File: src/rtl/spike_rate_decoder_pkg.sv
// Shared constants and types for the spike rate decoder slice.
// Default sizing, saturation limit, handshake state encoding and the total-readout select code.
package spike_dec_pkg;

  localparam int unsigned N_CH_DEF     = 5;
  localparam int unsigned CNT_W_DEF    = 8;
  localparam int unsigned WIN_LOG2_DEF = 8;

  localparam logic [CNT_W_DEF-1:0] CNT_MAX   = '1;
  localparam logic [2:0]           SEL_TOTAL = 3'd7;

  typedef enum logic {
    ST_IDLE  = 1'b0,
    ST_VALID = 1'b1
  } hs_state_e;

endpackage

File: src/rtl/spike_rate_decoder_if.sv
// Spike input and rate readout bundle between the neuron array / host and the decoder.
// The master side drives spikes, enable, select and ack; the slave side returns the readout.
interface spike_rate_decoder_if
  import spike_dec_pkg::*;
#(
  parameter int unsigned N_CH  = N_CH_DEF,
  parameter int unsigned CNT_W = CNT_W_DEF
);
  logic             ena;
  logic [N_CH-1:0]  spike_in;
  logic [2:0]       sel;
  logic             rate_ack;
  logic [CNT_W-1:0] rate_out;
  logic             rate_valid;
  logic             window_done;
  logic             overrun;

  modport master (
    output ena, spike_in, sel, rate_ack,
    input  rate_out, rate_valid, window_done, overrun
  );

  modport slave (
    input  ena, spike_in, sel, rate_ack,
    output rate_out, rate_valid, window_done, overrun
  );
endinterface

File: src/rtl/spike_rate_decoder_sat_counter.sv
// Saturating per-channel spike counter; sat_o is the incremented (clamped) value so the
// window-end snapshot can capture the final-cycle spike.
module sat_counter #(
  parameter int unsigned W = 8
) (
  input  logic         clk,
  input  logic         rst_n,
  input  logic         inc_i,
  input  logic         clr_load_i,
  output logic [W-1:0] sat_o
);
  logic [W-1:0] cnt_q, cnt_d;

  always_comb begin
    sat_o = (inc_i && (cnt_q != '1)) ? cnt_q + 1'b1 : cnt_q;
    cnt_d = clr_load_i ? '0 : sat_o;
  end

  always_ff @(posedge clk) begin
    if (!rst_n) cnt_q <= '0;
    else        cnt_q <= cnt_d;
  end
endmodule

File: src/rtl/spike_rate_decoder.sv
// Windowed spike-count decoder with snapshot, valid/ack handshake and muxed 8-bit readout.
// Optional SPIKE_DEC_TOTAL_EN adds a saturated all-channel total on sel=7.
module spike_rate_decoder
  import spike_dec_pkg::*;
#(
  parameter int unsigned N_CH     = N_CH_DEF,
  parameter int unsigned CNT_W    = CNT_W_DEF,
  parameter int unsigned WIN_LOG2 = WIN_LOG2_DEF
) (
  input logic                 clk,
  input logic                 rst_n,
  spike_rate_decoder_if.slave bus
);
  logic [WIN_LOG2-1:0] win_q, win_d;
  logic                win_end;
  logic [CNT_W-1:0]    live_sat [N_CH];
  logic [CNT_W-1:0]    snap_q   [N_CH];
  logic [CNT_W-1:0]    rate_q, rate_d;
  logic                done_q;
  logic                ovr_q, ovr_d;
  hs_state_e           state_q, state_d;

  assign win_end = bus.ena && (win_q == '1);
  assign win_d   = bus.ena ? win_q + 1'b1 : win_q;

  for (genvar i = 0; i < N_CH; i++) begin : g_ch
    sat_counter #(.W(CNT_W)) u_cnt (
      .clk        (clk),
      .rst_n      (rst_n),
      .inc_i      (bus.ena & bus.spike_in[i]),
      .clr_load_i (win_end),
      .sat_o      (live_sat[i])
    );
  end

`ifdef SPIKE_DEC_TOTAL_EN
  logic [CNT_W-1:0] total_q;
  logic [CNT_W+2:0] sum;

  always_comb begin
    sum = '0;
    for (int unsigned i = 0; i < N_CH; i++) sum = sum + (CNT_W+3)'(live_sat[i]);
  end

  always_ff @(posedge clk) begin
    if (!rst_n)       total_q <= '0;
    else if (win_end) total_q <= (|sum[CNT_W+2:CNT_W]) ? '1 : sum[CNT_W-1:0];
  end
`endif

  always_comb begin
    rate_d = '0;
    for (int unsigned i = 0; i < N_CH; i++) begin
      if (bus.sel == 3'(i)) rate_d = snap_q[i];
    end
`ifdef SPIKE_DEC_TOTAL_EN
    if (bus.sel == SEL_TOTAL) rate_d = total_q;
`endif
  end

  always_ff @(posedge clk) begin
    if (!rst_n) begin
      win_q  <= '0;
      done_q <= 1'b0;
      rate_q <= '0;
      ovr_q  <= 1'b0;
      for (int unsigned i = 0; i < N_CH; i++) snap_q[i] <= '0;
    end else begin
      win_q  <= win_d;
      done_q <= win_end;
      rate_q <= rate_d;
      ovr_q  <= ovr_d;
      if (win_end) begin
        for (int unsigned i = 0; i < N_CH; i++) snap_q[i] <= live_sat[i];
      end
    end
  end

  always_ff @(posedge clk) begin
    if (!rst_n) state_q <= ST_IDLE;
    else        state_q <= state_d;
  end

  // A snapshot landing with an ack in the same cycle replaces the acked data cleanly.
  always_comb begin
    state_d = state_q;
    ovr_d   = ovr_q;
    case (state_q)
      ST_IDLE: begin
        if (win_end) state_d = ST_VALID;
      end
      ST_VALID: begin
        if (win_end) begin
          if (!bus.rate_ack) ovr_d = 1'b1;
        end else if (bus.rate_ack) begin
          state_d = ST_IDLE;
        end
      end
      default: state_d = ST_IDLE;
    endcase
  end

  always_comb begin
    bus.rate_valid = (state_q == ST_VALID);
  end

  assign bus.rate_out    = rate_q;
  assign bus.window_done = done_q;
  assign bus.overrun     = ovr_q;
endmodule
File: src/flat_wrapper.sv
// flat-port wrapper written by rule: the top's interface ports become plain ports
module spike_rate_decoder_flat import spike_dec_pkg::*;
#(
  parameter int unsigned N_CH     = N_CH_DEF,
  parameter int unsigned CNT_W    = CNT_W_DEF,
  parameter int unsigned WIN_LOG2 = WIN_LOG2_DEF
)
  (clk, rst_n, bus_ena, bus_spike_in, bus_sel, bus_rate_ack, bus_rate_out, bus_rate_valid, bus_window_done, bus_overrun);
  spike_rate_decoder_if #(.N_CH(N_CH), .CNT_W(CNT_W)) bus_i ();
  input logic clk;
  input logic rst_n;
  input wire logic [$bits(bus_i.ena)-1:0] bus_ena;
  input wire logic [$bits(bus_i.spike_in)-1:0] bus_spike_in;
  input wire logic [$bits(bus_i.sel)-1:0] bus_sel;
  input wire logic [$bits(bus_i.rate_ack)-1:0] bus_rate_ack;
  output wire logic [$bits(bus_i.rate_out)-1:0] bus_rate_out;
  output wire logic [$bits(bus_i.rate_valid)-1:0] bus_rate_valid;
  output wire logic [$bits(bus_i.window_done)-1:0] bus_window_done;
  output wire logic [$bits(bus_i.overrun)-1:0] bus_overrun;
  assign bus_i.ena = bus_ena;
  assign bus_i.spike_in = bus_spike_in;
  assign bus_i.sel = bus_sel;
  assign bus_i.rate_ack = bus_rate_ack;
  assign bus_rate_out = bus_i.rate_out;
  assign bus_rate_valid = bus_i.rate_valid;
  assign bus_window_done = bus_i.window_done;
  assign bus_overrun = bus_i.overrun;
  spike_rate_decoder #(.N_CH(N_CH), .CNT_W(CNT_W), .WIN_LOG2(WIN_LOG2)) u_core (.clk(clk), .rst_n(rst_n), .bus(bus_i));
endmodule
File: config.mk
export PLATFORM = sky130hd
export DESIGN_NAME = spike_rate_decoder_flat
export DESIGN_NICKNAME = d
export VERILOG_FILES = /design/src/rtl/spike_rate_decoder_pkg.sv /design/src/rtl/spike_rate_decoder_if.sv /design/src/rtl/spike_rate_decoder_sat_counter.sv /design/src/rtl/spike_rate_decoder.sv /design/src/flat_wrapper.sv
export SDC_FILE = /design/constraint.sdc
export NUM_CORES = 1
export LEC_CHECK = 0
export ABC_AREA = 1
export ABC_CLOCK_PERIOD_IN_PS = 2300
export CORE_ASPECT_RATIO = 0.9
export CORE_MARGIN = 2
export CORE_UTILIZATION = 45
export DETAILED_ROUTE_END_ITERATION = 8
export PLACE_DENSITY = 0.67
export SYNTH_ARGS = -nofsm -noshare
export SYNTH_HDL_FRONTEND = slang
export SYNTH_HIERARCHICAL = 1
export SYNTH_SLANG_ARGS = --single-unit
File: constraint.sdc
create_clock -name clk -period 2.3 [get_ports clk]
set_input_delay 0.23 -clock clk [delete_from_list [all_inputs] [get_ports clk]]
set_output_delay 0.23 -clock clk [all_outputs]
set_load 0.01 [all_outputs]
==> parameters.txt <==
Parameter                              Value

Timing
  Max-slew violations    0
  Transition time of the tightest slew-check pin    521.1 ps
  Final Hold Vio Count    0
  Setup-violating endpoint count in the final report    0
  Maximum clock frequency    532.5 MHz
  Fraction of the cycle the final worst path needs    81.65%
  Crit path time final    1878 ps
  Layout Skew    7.798 ps
  Worst-case headroom to the max-slew limit    between 60% and 70%
  Accumulated negative setup slack    0 ps
  Setup repair after global routing missed its margin    no

Power and ir drop
  Fraction of power consumed by combinational cells    7.2%
  Power density over the cells    578.5 nW/um^2
  Highest ir drop seen on vdd    0.4099 mV
  Internal portion of total power    between 2000 and 3000 uW
  Net Sw Power    between 800 and 900 uW
  Total Power    3689 uW
  Switching power share of the total    22.57%
  Leakage power of the design    0.002840 uW
  Proportion of power drawn by the clock network    between 40% and 50%
  Sequential group share of total power    52.0%

Cells and area
  Antenna cells    0
  Fraction of layout cells with a size suffix above 1    17.07%
  Synthesis-to-finish area growth    11.61%
  Nets@finish    ~760

Clock network
  TritonCTS clock tree    done
  Clock sink total    99
  Clk pin slew, worst setup/hold paths    70 ps
  H-tree depth    3
  Deepest clock path buffer count    2
  Clock network latency to the later pin of the worst-skew pair    340 ps
  Number of setup buffers added after CTS    0
  CTS Root Buffer Type    clkbuf_16
  Hold-fix buffers, CTS    0
  Quantity of gates resized following cts    0
  CTS buffer count    9

Drt
  Drt via density    4.563
  First DRT Iteration DRCs    around 180
  Wire length after detailed routing    10250 microns
  Routed length per instance    11.21 microns
  Via count    ~4200
  Routed Antenna Nets    0
  Number of remaining DRC errors    0
  Router iterations before antenna repair    4

Synth
  Register bit total from synthesis    99
  Netlist cell types    28
  Sequential cell area fraction in the yosys report    41.70%
  Area of the mapped netlist    5713 sq um
  Net Count, Synth    736
  Mean Syn Cell Area    7.957 sq um
  Post-Synthesis Cells    718
  Synth warn    6

Worst setup path
  Launch instance of the worst register-to-register path    u_core/win_q[1]
  Endpoint of the lowest-slack register-to-register path    u_core/g_ch[3].u_cnt/cnt_q[2]
  Critical Path Start Type    primary input
  Data arrival time at the worst-slack endpoint    about 2100 ps
  Flop-to-flop setup slack    roughly 500 ps
  CP Class    in2reg
  R2R depth    10
  Req. time, crit path    2530 ps
  Critical Path End Type    register
  Peak fanout along the critical path    8

Place
  Weighted congestion reported at the end of routability-driven placement    a little under 0.9
  Port Buffers    22
  HPWL after DPL    7697 microns

Global routing
  Largest net degree at the start of global routing    41
  Via count of the first global-routing pass    3972
  All-layer global routing usage    between 10% and 20%
  Wire length of the first global-routing pass    17980 microns
  Antenna violations before repair    0
  GR Overflow Total    0

Die
  Die Footprint    13610 sq um
  Count of boundary I/O pins    23
  Initial core utilization    45.56%
  Die width    122.8 microns
  Core area    12540 sq um
  Die Height    approximately 110 microns
  Cell row count    39

Run status
  Outcome    complete, no violations

Hold path
  Worst hold path endpoint    u_core/bus.overrun
  Depth of the worst hold-timing path    2
  Start point of the worst hold path    u_core/bus.overrun
  Kind of path behind the tightest hold check    reg2reg

Job
  Max-Cap Viols    0
## state kept, by name, indices dropped and copies added (netlist names)
register	flops
u_core/g_ch.u_cnt/cnt_q	40
u_core/snap_q	40
u_core/bus.rate_out	8
u_core/win_q	8
u_core/bus.overrun	1
u_core/bus.rate_valid	1
u_core/bus.window_done	1
## cells by family after synthesis
family,share of synthesized area (%)
AO/OA/AOI/OAI,3.789
adder cells (fa/ha/maj),1.314
buffers and inverters,13.51
flip-flops,41.70
AND/OR/NAND/NOR,39.69
## power by group through the flow
stage / Clock [uW] / Combinational, uW / Sequential [uW]
2_1_floorplan: 0 / 175 / 1950
4_1_cts: 1540 / 269 / 1920
5_1_grt: 1620 / 299 / 1930
3_3_place_gp: 0 / 260 / 1960
6_report: 1500 / 265 / 1920
3_5_place_dp: 0 / 266 / 1960
## cell type report
cell class              count  area, sq um
clock buffers              12        246.5
clock inverters             4        51.30
fillers                  1164         6165
inverters                 161        606.8
multi-input cells         443         2559
flip-flops and latches     99         2382
well taps                 164        205.2
repair buffers             31        325.3
## synth_stat cells
library cell / number / area share, %
nand2_1: 160 / 11
inv_1: 148 / 9.7
nor2_1: 82 / 5.4
dfxtp_1: 59 / 21
nor2_4: 57 / 11
nand3_1: 44 / 3.9
edfxtp_1: 40 / 21
o21ai_0: 19 / 1.7
nand4_1: 18 / 2.0
nand2_2: 13 / 1.4
nand2_4: 11 / 2.2
nor3_2: 10 / 1.8
clkinv_1: 6 / 0.39
ha_1: 6 / 1.3
inv_2: 6 / 0.39
a21o_1: 5 / 0.66
buf_2: 5 / 0.44
buf_6: 5 / 0.99
nand3b_1: 5 / 0.66
o21bai_2: 5 / 0.99
a21oi_1: 4 / 0.35
buf_12: 4 / 1.4
clkbuf_1: 1 / 0.066
inv_4: 1 / 0.11
nor2_8: 1 / 0.35
nor3_1: 1 / 0.088
nor3_4: 1 / 0.28
o21bai_1: 1 / 0.13
## cells in the final DEF (no fill, tap or decap), drive strengths merged
cell type and n:
a21o 5, clkdlybuf4s50 22, o21bai 6, bufinv 1, inv 155, ha 6, buf 9, nor2 140
o21ai 19, nand4 18, nand2 184, edfxtp 40, clkinvlp 1, clkinv 8, dfxtp 59, nand3 44
a21oi 4, nor3 12, nand3b 5, clkbuf 12
## worst max path at each step
stage	from	to	cells after the start
floorplan	u_core/win_q[0]	u_core/snap_q[0][0]	7
global placement	bus_ena	u_core/g_ch[4].u_cnt/cnt_q[4]	10
detailed placement	bus_ena	u_core/g_ch[2].u_cnt/cnt_q[1]	10
CTS	bus_ena	u_core/g_ch[2].u_cnt/cnt_q[6]	10
global route	bus_ena	u_core/g_ch[2].u_cnt/cnt_q[2]	10
finish	bus_ena	u_core/g_ch[3].u_cnt/cnt_q[2]	10
## per-stage QoR
stage / hold WS (ps) / std cells / setup slack (ps) / util [%] / cell area, sq um
after detailed placement: 437.9 / 898 / 62.14 / 48.47 / 6078
after floorplan: 368.4 / 718 / 86.19 / - / 5713
after global placement: 431.0 / 898 / 121.3 / 48.47 / 6078
final: 442.0 / 914 / 422.1 / 50.84 / 6376
after global routing: 480.6 / 914 / 332.0 / 50.84 / 6376
after CTS: 448.1 / 914 / 420.8 / 50.84 / 6376
## critical path, cell delays in order
cell and delay (ps):
clkdlybuf4s50_1 690, nand2_1 150, nor2_4 120, nand2_2 80, nor2_4 120, nand2_4 80
inv_1 200, inv_1 80, nand2_1 240, nor2_1 100
## per-layer routing
layer / global-route usage [%] / up-vias / wire (microns)
met1: 21.11 / 1877 / 4819
li1: - / 2224 / -
met2: 27.33 / 64 / 4916
met3: 4.424 / 6 / 436
met4: 4.674 / 0 / 73
met5: 0 / - / 0
Note: power is estimated with default switching activity, not from simulation.
